File: src/rtl/fifo_arb_pkg.sv
// fifo_arb_pkg: shared types and constants for the FIFO write-port arbiter.
//   arb_state_e : arbiter state (idle arbitration / burst lock)
//   id_width()  : width of an encoded requester index, never below 1 bit
//   Def*        : default NREQ, DWIDTH and BURST values
package fifo_arb_pkg;

    typedef enum logic [0:0] {
        StIdle,
        StLock
    } arb_state_e;

    localparam int unsigned DefNreq   = 4;
    localparam int unsigned DefDwidth = 8;
    localparam int unsigned DefBurst  = 4;

    function automatic int unsigned id_width(input int unsigned n);
        return (n > 2) ? $clog2(n) : 1;
    endfunction

endpackage

File: src/rtl/rr_picker.sv
// rr_picker: combinational round-robin winner selection.
//   req     in  NREQ  request vector
//   rr_ptr  in  IW    highest-priority index
//   gnt     out NREQ  one-hot winner (all zero when no request)
//   gnt_idx out IW    encoded winner index (0 when no request)
module rr_picker
    import fifo_arb_pkg::*;
#(
    parameter int unsigned NREQ = DefNreq,
    parameter int unsigned IW   = id_width(NREQ)
) (
    input  logic [NREQ-1:0] req,
    input  logic [IW-1:0]   rr_ptr,
    output logic [NREQ-1:0] gnt,
    output logic [IW-1:0]   gnt_idx
);

    logic          found;
    logic [IW-1:0] idx;

    // Scan NREQ positions starting at rr_ptr, wrapping; first set request wins.
    always_comb begin
        gnt     = '0;
        gnt_idx = '0;
        found   = 1'b0;
        idx     = '0;
        for (int unsigned k = 0; k < NREQ; k++) begin
            idx = IW'((32'(rr_ptr) + k) % NREQ);
            if (!found && req[idx]) begin
                found     = 1'b1;
                gnt[idx]  = 1'b1;
                gnt_idx   = idx;
            end
        end
    end

endmodule

File: src/rtl/fifo_wr_arbiter.sv
// fifo_wr_arbiter: round-robin arbiter sharing the FIFO write port among
// NREQ same-clock requesters, with optional burst lock.
// Build option: define FIFO_ARB_BURST_EN to include the LOCK state (a winner
// keeps the grant for up to BURST beats); otherwise the grant rotates every beat.
//   clk       in  write-domain clock
//   rst_n     in  asynchronous active-low reset
//   req       in  NREQ        per-requester request, held with data until acked
//   wdata_in  in  NREQ*DWIDTH packed requester data, slice i at [i*DWIDTH +: DWIDTH]
//   wfull     in  FIFO full; blocks every transfer and freezes state
//   ack       out NREQ        one-hot same-cycle acknowledge
//   winc      out FIFO write increment (|ack)
//   wdata     out DWIDTH      data of the acked requester, 0 when none
//   gnt_id    out last granted requester (registered)
//   busy      out burst lock held
module fifo_wr_arbiter
    import fifo_arb_pkg::*;
#(
    parameter int unsigned NREQ   = DefNreq,
    parameter int unsigned DWIDTH = DefDwidth,
    parameter int unsigned BURST  = DefBurst,
    localparam int unsigned IdW   = id_width(NREQ)
) (
    input  logic                   clk,
    input  logic                   rst_n,
    input  logic [NREQ-1:0]        req,
    input  logic [NREQ*DWIDTH-1:0] wdata_in,
    input  logic                   wfull,
    output logic [NREQ-1:0]        ack,
    output logic                   winc,
    output logic [DWIDTH-1:0]      wdata,
    output logic [IdW-1:0]         gnt_id,
    output logic                   busy
);

    logic [NREQ-1:0] pick_gnt;
    logic [IdW-1:0]  pick_idx;
    logic [IdW-1:0]  rr_next;
    logic [NREQ-1:0] ack_c;
    logic [IdW-1:0]  rr_ptr_q, rr_ptr_d;
    logic [IdW-1:0]  gnt_id_q, gnt_id_d;
    logic            any_req;

    rr_picker #(
        .NREQ (NREQ),
        .IW   (IdW)
    ) u_picker (
        .req     (req),
        .rr_ptr  (rr_ptr_q),
        .gnt     (pick_gnt),
        .gnt_idx (pick_idx)
    );

    assign any_req = |req;
    assign rr_next = (pick_idx == IdW'(NREQ - 1)) ? '0 : pick_idx + 1'b1;

`ifdef FIFO_ARB_BURST_EN
    arb_state_e     state_q, state_d;
    logic [IdW-1:0] owner_q, owner_d;
    logic [7:0]     cnt_q, cnt_d;
    logic [7:0]     cnt_inc;

    assign cnt_inc = cnt_q + 8'd1;

    always_comb begin
        ack_c    = '0;
        rr_ptr_d = rr_ptr_q;
        gnt_id_d = gnt_id_q;
        state_d  = state_q;
        owner_d  = owner_q;
        cnt_d    = cnt_q;
        // A full FIFO freezes everything, in both states.
        if (!wfull) begin
            unique case (state_q)
                StIdle: begin
                    if (any_req) begin
                        ack_c    = pick_gnt;
                        rr_ptr_d = rr_next;
                        gnt_id_d = pick_idx;
                        if (BURST > 1) begin
                            state_d = StLock;
                            owner_d = pick_idx;
                            cnt_d   = 8'd1;
                        end
                    end
                end
                StLock: begin
                    // rr_ptr already points past the owner; bursts never move it.
                    if (req[owner_q]) begin
                        ack_c[owner_q] = 1'b1;
                        if (cnt_inc == 8'(BURST)) begin
                            state_d = StIdle;
                            cnt_d   = '0;
                        end else begin
                            cnt_d   = cnt_inc;
                        end
                    end else begin
                        // Owner gave up early: one bubble, then re-arbitrate.
                        state_d = StIdle;
                        cnt_d   = '0;
                    end
                end
                default: state_d = StIdle;
            endcase
        end
    end

    always_ff @(posedge clk or negedge rst_n) begin
        if (!rst_n) begin
            state_q <= StIdle;
            owner_q <= '0;
            cnt_q   <= '0;
        end else begin
            state_q <= state_d;
            owner_q <= owner_d;
            cnt_q   <= cnt_d;
        end
    end

    assign busy = (state_q == StLock);
`else
    logic unused_burst;

    always_comb begin
        ack_c    = '0;
        rr_ptr_d = rr_ptr_q;
        gnt_id_d = gnt_id_q;
        if (!wfull && any_req) begin
            ack_c    = pick_gnt;
            rr_ptr_d = rr_next;
            gnt_id_d = pick_idx;
        end
    end

    assign busy         = 1'b0;
    assign unused_burst = ^BURST;
`endif

    always_ff @(posedge clk or negedge rst_n) begin
        if (!rst_n) begin
            rr_ptr_q <= '0;
            gnt_id_q <= '0;
        end else begin
            rr_ptr_q <= rr_ptr_d;
            gnt_id_q <= gnt_id_d;
        end
    end

    // Outputs are suppressed combinationally while reset is asserted.
    assign ack    = ack_c & {NREQ{rst_n}};
    assign winc   = |ack;
    assign gnt_id = gnt_id_q;

    always_comb begin
        wdata = '0;
        for (int unsigned i = 0; i < NREQ; i++) begin
            wdata = wdata | (wdata_in[i*DWIDTH +: DWIDTH] & {DWIDTH{ack[i]}});
        end
    end

endmodule

File: config.mk
export PLATFORM = sky130hd
export DESIGN_NAME = fifo_wr_arbiter
export DESIGN_NICKNAME = d
export VERILOG_FILES = /design/src/rtl/fifo_arb_pkg.sv /design/src/rtl/rr_picker.sv /design/src/rtl/fifo_wr_arbiter.sv
export SDC_FILE = /design/constraint.sdc
export NUM_CORES = 1
export LEC_CHECK = 0
export ABC_CLOCK_PERIOD_IN_PS = 3700
export CAP_MARGIN = 30
export CORE_ASPECT_RATIO = 0.9
export CORE_MARGIN = 2
export CORE_UTILIZATION = 30
export DETAILED_ROUTE_END_ITERATION = 8
export DONT_BUFFER_PORTS = 1
export PLACE_DENSITY_LB_ADDON = 0.25
export SLEW_MARGIN = 10
export SYNTH_ARGS = -nofsm -noshare
export SYNTH_HDL_FRONTEND = slang
export SYNTH_SLANG_ARGS = --single-unit
File: constraint.sdc
create_clock -name clk -period 3.7 [get_ports clk]
set_input_delay 0.74 -clock clk [delete_from_list [all_inputs] [get_ports clk]]
set_output_delay 0.74 -clock clk [all_outputs]
set_load 0.02 [all_outputs]
==> results by group <==
Run
  – Max_cap viols: 0

Setup path
  – Crit path DAT: 2.71 ns
  – Crit Reg-Reg Startpoint: rr_ptr_q[1]
  – Crit path launch type: flip-flop
  – Worst path required time: 2.96 ns
  – WP buf/inv: 1
  – FF-to-FF End: gnt_id[0]
  – CP cell instances: inv_1 > ha_2 > mux2i_1 > mux2i_1 > a21oi_1 > a211oi_4 > a22oi_1 > nand3_1
  – CP Capture Type: output port
  – Worst-path maximum fanout: 15
  – CP most frequent cell: mux2i_1
  – Critical Path Source: rr_ptr_q[1]
  – CP delay by family, top: compound AO/OA/AOI/OAI gates
  – Critical path endpoint: wdata[0]
  – Worst r2r path cells: 7
  – Critical Path Stages: 8
  – WS Path Type: flip-flop to output port
  – Worst reg-to-reg setup slack: 1.46 ns
  – Max stage delay on crit path: 0.53 ns
  – Crit-path slowest cell: a211oi_4

Placed design
  – Detailed Place HPWL: 2894 um
  – Routability congestion estimate: 0.7977
  – Buffers added on ports: 0
  – Cells after DPL: 206
  – DP Area: 1290 sq um

Route
  – Via/cell ratio: 6.438
  – DRC errors left: 0
  – Routed vias: 1352
  – Final ANT Viol Nets: 0
  – Routed Wire Length: 3910 um
  – 1st-iter DRT viols: 137
  – DRT Pass-1 Iters: 4
  – WL per Instance: approximately 19 um

Power
  – Leak: 0.0005492 uW
  – Int Pwr: 485.1 uW
  – Worst VDD drop: 266.7 uV
  – Net load switching power: 626.5 uW
  – Clock power share: under 10%
  – Final Total Pwr: 1112 uW
  – Sequential cell fraction of total power: 8.3%
  – Power Density: a little over 800 nW/um^2
  – Net Sw Frac: between 50% and 60%
  – Combinational power share: a little over four fifths

STA
  – Worst Hold Slack: 0.2217 ns
  – Final hold vios: 0
  – Minimum clock period: approximately 3.4 ns
  – Setup TNS: 0 ns
  – Worst-margin pin slew: 0.5111 ns
  – Tcrit/Tclk final: approximately 93%
  – Unrepaired setup endpoints after global routing: no
  – Clk_skew: approximately 0.0016 ns
  – Rel. slew slack: 65.82%
  – Max Fclk: 289.9 MHz
  – # setup viols final: 0
  – Slew Viols, Final: 0

Worst hold path
  – Hold Crit Class: input pin to async pin

Clock network
  – CTS tree: built
  – Clk root buf: clkbuf_8
  – Clk pin slew, worst setup/hold paths: 0.03 ns
  – CTS Buffer Depth: 2
  – Hold_buf cts: 0
  – Clock Latency Late Sink: about 0.21 ns
  – TritonCTS Buffers: 3
  – H-tree levels: 1
  – Clock sink count: 4

Floorplan
  – Ports: 55
  – Die H: 66.45 um
  – Initial Util: a little under a third
  – Cell row count: 22
  – Core Area: ~4100 sq um
  – Die ar.: 4877 sq um
  – Chip width: approximately 73 um

Layout
  – Layout area overhead: 4.716%
  – Share of post-route cells with drive strength above 1: 14.81%
  – # diodes: 0
  – Cell area after layout: 1361 sq um
  – # nets final: 211
  – Post-route insts no fill: 210

Synthesis
  – Synth warnings: 0
  – Async S/R FF share, synth: 100.0%
  – Number of synthesized flops with an enable pin: 0
  – Synth unique cells: 53
  – Synth Area per Inst: roughly 7.6 sq um
  – Sequential fraction of the synthesis area: 7.700%
  – Cells after synthesis: 170
  – Post-Syn Area: 1300 sq um
  – Synth Flop Type: dfrtp_1
  – Synth Register Bits: 4
  – Post-Syn Nets: around 220

GRT
  – First-pass GRT wire length: 6051 um
  – Pin count of the biggest net entering global routing: 25
  – Overall Global Routing Usage: 15.49%
  – Initial antenna violation count: 0
  – Vias in the first global route: between 1000 and 1500
  – GR Overflow Total: 0

Outcome
  – Outcome: finished, final reports clean
## through the flow
step	setup WS (ns)	utilization (%)
finish	0.2507	32.97
global placement	0.4463	31.24
floorplan	0.5073	-
CTS	0.1324	32.24
global route	0.04636	32.97
detailed placement	0.3565	31.24
## cells in the mapped netlist, types with 3 or more instances
cell	count	share of area, %
inv_1	3	0.87
dfrtp_1	4	7.7
a21oi_1	11	4.2
buf_2	5	1.9
nand2b_1	4	1.9
nand3_1	10	3.9
nor2_1	3	0.87
a21o_1	5	2.9
ha_1	8	7.7
a22oi_1	32	18
mux2i_1	6	4.6
o211ai_1	4	2.3
nor2b_1	3	1.4
nand2_1	20	5.8
clkbuf_1	5	1.4
## how the worst min path moves through the flow
stage,start,to,slack [ns],cells past startpoint
final,rst_n,gnt_id[0],0.22,0
after global routing,rst_n,rr_ptr_q[1],0.21,0
after CTS,rst_n,gnt_id[0],0.21,0
after detailed placement,rst_n,gnt_id[0],0.44,0
after global placement,rst_n,gnt_id[1],0.44,0
after floorplan,rst_n,async pin,0.44,0
## routing by layer
layer  vias to the layer above  global-route usage, %  share of wire [%]
li1                        640                      -                  -
met1                       652                  20.80                 44
met2                        58                  24.44                 48
met3                         2                  3.933                7.0
met4                         0                  4.318               0.38
met5                         -                      0                  0
## cell families after synthesis
| kind of cell | share of synthesized area, % |
|---|---|
| DFF | 7.700 |
| AOI/OAI and AO/OA | 44.56 |
| muxes | 7.218 |
| buffers and inverters | 8.276 |
| other | 0.2885 |
| and+or+nand+nor | 24.25 |
| adders and majority gates | 7.700 |
## final cells by class
type | count | area (sq um)
clock buffer | 3 | 41.29
fill | 450 | 2768
inverter | 4 | 15.01
tap | 48 | 60.06
multi-input combinational | 147 | 1102
timing repair buffer | 4 | 42.54
sequential | 4 | 100.1
## placed cells by master, fill, tap and decap left out, types with 3 or more instances in the layout
cell type,count
nand2b_1,4
mux2i_1,6
nor2b_1,3
a211oi_4,3
buf_4,3
a22oi_1,32
nor2_1,3
a21o_1,5
nand3_1,10
nand2_1,20
ha_1,7
clkbuf_8,3
a21oi_1,11
o211ai_1,4
dfrtp_1,4
inv_1,3
## power by group through the flow
stage / logic (uW) / clock network (uW) / registers, uW
final: 929 / 90.3 / 92.4
after detailed placement: 898 / 0 / 93.2
after floorplan: 772 / 0 / 98.9
after CTS: 902 / 94.7 / 92.8
after global placement: 883 / 0 / 91.8
after global routing: 1020 / 98.1 / 95.1
## timing repair
action | in CTS | in global routing
hold endpoints to repair | 0 | 0
setup buffers | 0 | 1
resized for setup | 0 | 2
setup endpoints to repair | 0 | 9
(Power assumes the default switching activity.)
